### src/rtl/div_32_seq_if.sv
// Request/response bundle for the 32-bit sequential divider.
// The master drives the operands and start; the slave returns results and status.
interface div_32_seq_if;
  logic        start;
  logic [31:0] a;
  logic [31:0] b;
  logic [31:0] q;
  logic [31:0] r;
  logic        busy;
  logic        done;
  logic        div_zero;

  modport master (output start, a, b, input q, r, busy, done, div_zero);
  modport slave  (input start, a, b, output q, r, busy, done, div_zero);
endinterface

### src/rtl/div_32_seq.sv
// 32-bit unsigned restoring divider, one quotient bit per cycle.
// A zero divisor skips iteration and reports q=all-ones, r=a, div_zero=1.
module div_32_seq (
  input  logic         clk,
  input  logic         reset,
  div_32_seq_if.slave  bus
);

  typedef enum logic [1:0] {IDLE, RUN, DONE} state_t;

  state_t      state_q, state_d;
  logic [31:0] quo_q, quo_d;
  logic [31:0] rem_q, rem_d;
  logic [31:0] dvs_q, dvs_d;
  logic [4:0]  cnt_q, cnt_d;
  logic [31:0] q_q, q_d;
  logic [31:0] r_q, r_d;
  logic        dz_q, dz_d;

  // The stored remainder is always below the divisor, so 32 bits hold it;
  // the shifted value and the trial subtraction need the full 33 bits.
  logic [32:0] shifted;
  logic [32:0] trial;
  logic [31:0] quo_nx;
  logic [31:0] rem_nx;

  always_comb begin
    shifted = {rem_q, quo_q[31]};
    trial   = shifted - {1'b0, dvs_q};
    quo_nx  = {quo_q[30:0], ~trial[32]};
    rem_nx  = trial[32] ? shifted[31:0] : trial[31:0];
  end

  always_ff @(posedge clk or posedge reset) begin
    if (reset) begin
      state_q <= IDLE;
      quo_q   <= '0;
      rem_q   <= '0;
      dvs_q   <= '0;
      cnt_q   <= '0;
      q_q     <= '0;
      r_q     <= '0;
      dz_q    <= 1'b0;
    end else begin
      state_q <= state_d;
      quo_q   <= quo_d;
      rem_q   <= rem_d;
      dvs_q   <= dvs_d;
      cnt_q   <= cnt_d;
      q_q     <= q_d;
      r_q     <= r_d;
      dz_q    <= dz_d;
    end
  end

  always_comb begin
    state_d = state_q;
    quo_d   = quo_q;
    rem_d   = rem_q;
    dvs_d   = dvs_q;
    cnt_d   = cnt_q;
    q_d     = q_q;
    r_d     = r_q;
    dz_d    = dz_q;
    unique case (state_q)
      IDLE: begin
        if (bus.start) begin
          if (bus.b != 32'd0) begin
            quo_d   = bus.a;
            dvs_d   = bus.b;
            rem_d   = '0;
            cnt_d   = 5'd31;
            dz_d    = 1'b0;
            state_d = RUN;
          end else begin
            q_d     = 32'hFFFF_FFFF;
            r_d     = bus.a;
            dz_d    = 1'b1;
            state_d = DONE;
          end
        end
      end
      RUN: begin
        quo_d = quo_nx;
        rem_d = rem_nx;
        cnt_d = cnt_q - 5'd1;
        // Results become visible only when the last bit has been resolved.
        if (cnt_q == 5'd0) begin
          cnt_d   = '0;
          q_d     = quo_nx;
          r_d     = rem_nx;
          state_d = DONE;
        end
      end
      DONE: state_d = IDLE;
      default: state_d = IDLE;
    endcase
  end

  always_comb begin
    bus.busy     = (state_q == RUN);
    bus.done     = (state_q == DONE);
    bus.q        = q_q;
    bus.r        = r_q;
    bus.div_zero = dz_q;
  end

endmodule

### src/flat_wrapper.sv
// flat-port wrapper written by rule: the top's interface ports become plain ports
module div_32_seq_flat 
  (clk, reset, bus_start, bus_a, bus_b, bus_q, bus_r, bus_busy, bus_done, bus_div_zero);
  div_32_seq_if bus_i ();
  input  logic clk;
  input  logic reset;
  input wire logic [$bits(bus_i.start)-1:0] bus_start;
  input wire logic [$bits(bus_i.a)-1:0] bus_a;
  input wire logic [$bits(bus_i.b)-1:0] bus_b;
  output wire logic [$bits(bus_i.q)-1:0] bus_q;
  output wire logic [$bits(bus_i.r)-1:0] bus_r;
  output wire logic [$bits(bus_i.busy)-1:0] bus_busy;
  output wire logic [$bits(bus_i.done)-1:0] bus_done;
  output wire logic [$bits(bus_i.div_zero)-1:0] bus_div_zero;
  assign bus_i.start = bus_start;
  assign bus_i.a = bus_a;
  assign bus_i.b = bus_b;
  assign bus_q = bus_i.q;
  assign bus_r = bus_i.r;
  assign bus_busy = bus_i.busy;
  assign bus_done = bus_i.done;
  assign bus_div_zero = bus_i.div_zero;
  div_32_seq u_core (.clk(clk), .reset(reset), .bus(bus_i));
endmodule
### config.mk
export PLATFORM = sky130hd
export DESIGN_NAME = div_32_seq_flat
export DESIGN_NICKNAME = d
export VERILOG_FILES = /design/src/rtl/div_32_seq_if.sv /design/src/rtl/div_32_seq.sv /design/src/flat_wrapper.sv
export SDC_FILE = /design/constraint.sdc
export NUM_CORES = 1
export LEC_CHECK = 0
export CAP_MARGIN = 10
export CORE_ASPECT_RATIO = 1.4
export CORE_MARGIN = 2
export CORE_UTILIZATION = 59
export DETAILED_ROUTE_END_ITERATION = 12
export PLACE_DENSITY = 0.9
export SYNTH_ARGS = -nofsm -noshare
export SYNTH_HDL_FRONTEND = slang
export SYNTH_SLANG_ARGS = --single-unit
### constraint.sdc
create_clock -name clk -period 16.4 [get_ports clk]
set_input_delay 4.1 -clock clk [delete_from_list [all_inputs] [get_ports clk]]
set_output_delay 4.1 -clock clk [all_outputs]
set_load 0.03 [all_outputs]
; ---- After elaboration in Yosys (flattened, before gate mapping)
; Index checks and enable logic that the tools add are counted.
[totals]
input_bits = 67
latch_bits = 0
word_cells = 50
ff_bits = 168
ramBits = 0
mem_bits_ro = 0
mem_count = 0
[op_classes]
addsub = 2
reduce_logical = 9
bitwise_logic = 1
magnitude_cmp = 0
mul = 0
muxes = 24
n_shift = 0
eq_ne = 6
div_mod_pow = 0
[op_table]
columns = cell, count
row1 = $mux 32, 11
row2 = $pmux 32 s2, 4
row3 = $sub 33x32->33, 1
row4 = $reduce_bool 32->1, 1
row5 = $mux 5, 3
row6 = $pmux 5 s2, 1
row7 = $mux 2, 3
row8 = $reduce_and 3->1, 2
row9 = $logic_not 5->1, 1
row10 = $sub 5x1->5 const B, 1
row11 = $ne 2x1->1 const B, 2
row12 = $ne 2x2->1 const B, 2
row13 = $pmux 2 s2, 1
row14 = $reduce_and 2->1, 2
row15 = $reduce_and 4->1, 1
row16 = $eq 2x1->1 const B, 1
row17 = $eq 2x2->1 const B, 1
row18 = $logic_not 2->1, 1
row19 = $reduce_bool 2->1, 1
row20 = $mux 1, 1
row21 = $not 1->1, 1

; ---- Logic depth before layout (Yosys ltp)
[depth]
ltp_word = 4
mapped_depth = 16

; ---- Least setup slack after synthesis
; No wires, ideal clock.
[synth_path]
path_kind = input to register
startpoint = in bus_b[17]
endpoint = reg u_core.r_q[10], in the netlist u_core.bus.r[10]
required_ns = 16.259
stages = 10
t_arrival_ns = 5.711
setup_slack_ns = 10.548
setup_time_ns = 0.141
path_cell_list = nor4_1 -> nand4_1 -> nor2_1 -> nand2_1 -> o21ai_0 -> nand2b_1 -> inv_2 -> clkbuf_1 -> clkbuf_1 -> a31oi_1
[synth_via]
elab_chain_len = 3
[synth_lines]
columns = element, line
row1 = "start, declared", flat_wrapper.sv:9  ; input wire logic [$bits(bus_i.b)-1:0] bus_b;
row2 = $reduce_bool 32->1, div_32_seq.sv:68  ; if (bus.b != 32'd0) begin
row3 = $ne 2x2->1 (no source line), n/a
row4 = $reduce_and 4->1 (no source line), n/a
row5 = "end signal, assigned", div_32_seq.sv:51  ; r_q <= r_d;
row6 = "end, declared", div_32_seq.sv:17  ; logic [31:0] r_q, r_d;
; No other way between the ends.
; A chain may end at the register's enable or synchronous reset.

; ---- Final worst setup path
[layout_path]
startpoint = in bus_b[1]
endpoint = reg u_core.r_q[27], in the netlist u_core.bus.r[27]
; The elaborated chain is that of the path after synthesis.

==> metrics <==
FF-to-FF setup slack 11.85 ns; CP required 16.73 ns; largest net degree at the start of global routing 94; crit path max fanout 57; Lkg Pwr 4.790 nW; Clock Tree Buf Depth 2; DP Worst Slack 8.012 ns; initial antenna violation count 0; Post-Place Cell Area 10300 µm²; hold buffers post-CTS 0; Syn Inst Count 989; Die Ht 149.5 µm; setup TNS 0 ns; Rel. slew slack 36.45%; final setup violating endpoints 0; Mapped Nets 1090; crit path launch type primary input; total gr overflow 0; CTS Buf Count 17; total power 2.709 mW; nature of the critical path endpoint flip-flop; Layout Skew 0.01382 ns; DR DRC count 0; Power Dens Cells 248.9 nW/µm²; library cells used by synthesis 55; non-filler cells, final 1293; Setup Buffers After CTS 0; endpoints failing hold 0; Reg clk slew, reported paths 0.07 ns; Worst Tran Pin Value 0.9533 ns; CP arrival 8.26 ns; total wire length 22.70 mm; Die X 107.9 µm; fin crit share 48.38%; htree depth 4; clk sink count 168; crit path cell chain clkdlybuf4s50_1 -> nor4_1 -> nand4_1 -> nor2_1 -> nand2_1 -> o21ai_0 -> nand2b_2 -> inv_2 -> buf_4 -> nand2_1 -> o221ai_1; root cell of the clock tree clkbuf_16; ys async rst share 100.0%; final design utilization 72.94%; die area 16130 µm²; #FFs+latches synth 168; mean post-synth cell area 9.016 µm²; Area Overhead vs Synth 22.04%; filler cell count 1030; fin. max-slew vios 0; RSZ-0062 raised after global routing false; synth cell count leaders dfrtp_1, nor2_1, nand2_1; Gates resized, CTS repair 0; Most common cell on crit path nand2_1; Tot GR Track Use 29.32%; Register Area 4204 µm²; count leader, synth dfrtp_1; post-synthesis cell area 8917 µm²; core footprint 14920 µm²; slowest cell on the critical path nand2b_2; top cell type's share of synthesized area 47.14%; DPL Wire Length 15.59 mm; MaxCap Viol Count 0; Initial DRC Count 704; Min Hold Slack 0.5070 ns; commonest register cell after synthesis dfrtp_1; fraction of layout cells with a size suffix above 1 7.357%; Boundary Pins 134; Synth Warn # 0; Detail Route Antenna Nets 0; # rows 53; Max IR drop VDD 0.1061 mV; diode count 0; GP Congestion 0.9154; Nets 1189; critical path type in2reg; multi-input logic area 4253 µm²; first-pass GRT wire length 37.21 mm; Initial Utilization 59.77%; Peak Freq 0.1260 GHz; Port Buffers 133; Inst Count DP 1261; Vias 7867; Bufs and invs on worst path 3; vias per inst 6.084; synth top area cells dfrtp_1, nor2_1, nand2_1; sequential share of the synthesized area 47.14%; CTS tree done; dominant cell type by area after synthesis dfrtp_1; number of enable flip-flop cells after synthesis 0; slowest stage delay, CP 0.57 ns; Hold Path Class reg2reg; status completed; DRT Pass-1 Iters 5; critical path's top delay family simple AND/OR/NAND/NOR gates; worst setup margin 8.466 ns; number of global-route vias before repair 7487; post-DR wirelength/cell 17.56 µm; design area 10880 µm²; later-pin clock latency in the skew report 0.43 ns; crit path time final 7.934 ns
-- worst register-to-register path, delay by kind of cell, from the launching register on --
family | cells | cell delay [ns]
compound gates | 6 | 1.78
flops | 1 | 0.43
buf+inv | 3 | 0.52
mux | 1 | 0.30
simple gates | 2 | 0.78
fa+ha+maj | 2 | 0.58
-- power breakdown --
| group | internal (mW) | switching, mW |
|---|---|---|
| clock | 0.216 | 0.183 |
| sequential | 0.601 | 0.129 |
| combinational | 0.627 | 0.952 |
| total | 1.44 | 1.26 |
-- worst paths after layout --
path / cells past startpoint / from / to
min in group asynchronous: 2 / reset / u_core.quo_q[7]
max in group asynchronous: 3 / reset / u_core.bus.r[21]
hold reg to reg: 1 / u_core.dvs_q[9] / u_core.dvs_q[9]
setup / recovery: 11 / bus_b[1] / u_core.bus.r[27]
hold / removal: 1 / u_core.dvs_q[9] / u_core.dvs_q[9]
setup reg to reg: 14 / u_core.quo_q[31] / u_core.bus.r[16]
-- kinds of logic (layout without fill, tap and decap cells) --
group	count (synthesis)	in the layout	synth area share, %
AO/OA/AOI/OAI	239	239	17.50
XOR/XNOR	28	28	2.750
AND/OR/NAND/NOR	364	364	17.47
flip-flops	168	168	47.14
buffers and inverters	116	228	5.346
adder cells (fa/ha/maj)	34	34	4.855
multiplexers	40	40	4.939
-- area by class of cell --
cell class / instances / share of cell area [%]
Inverter: 56 / 1.977
Multi-Input combinational cell: 705 / 39.08
Timing Repair Buffer: 140 / 12.72
Sequential cell: 168 / 38.63
Clock inverter: 14 / 1.449
Clock buffer: 18 / 3.943
Tap cell: 192 / 2.207
-- registers in the layout (all words and copies together), names as in the netlist --
name,flops
u_core.bus.q,32
u_core.quo_q,32
u_core.state_q,2
u_core.cnt_q,5
u_core.dvs_q,32
u_core.rem_q,32
u_core.bus.r,32
u_core.bus.div_zero,1
-- cells in the final DEF (no fill, tap or decap), drive strengths merged, types with 3 or more instances in the layout --
cell | synthesis | layout
a211o | 3 | 3
a211oi | 15 | 15
a21boi | 3 | 3
a21o | 11 | 11
a21oi | 40 | 40
a31oi | 66 | 66
a41oi | 7 | 7
and2 | 4 | 4
and3 | 4 | 4
buf | 14 | 7
clkbuf | 46 | 18
clkdlybuf4s50 | 0 | 133
clkinv | 0 | 3
clkinvlp | 0 | 3
dfrtp | 168 | 168
ha | 33 | 33
inv | 56 | 63
mux2 | 32 | 32
mux2i | 8 | 8
nand2 | 129 | 129
nand2b | 8 | 8
nand3 | 25 | 25
nand4 | 7 | 7
nor2 | 131 | 131
nor3 | 38 | 38
nor4 | 9 | 9
o211ai | 9 | 9
o21a | 9 | 9
o21ai | 50 | 50
o21bai | 6 | 6
o221ai | 4 | 4
or3 | 3 | 3
xnor2 | 16 | 16
xor2 | 12 | 12
-- metal layers --
layer	routed length (µm)	part of all wire (%)	track usage [%]
met1	9113	40	40.45
met2	11160	49	47.01
met3	1738	7.7	4.617
met4	684	3.0	10.90
met5	0	0	0
Power figures use the tool's default switching activity.
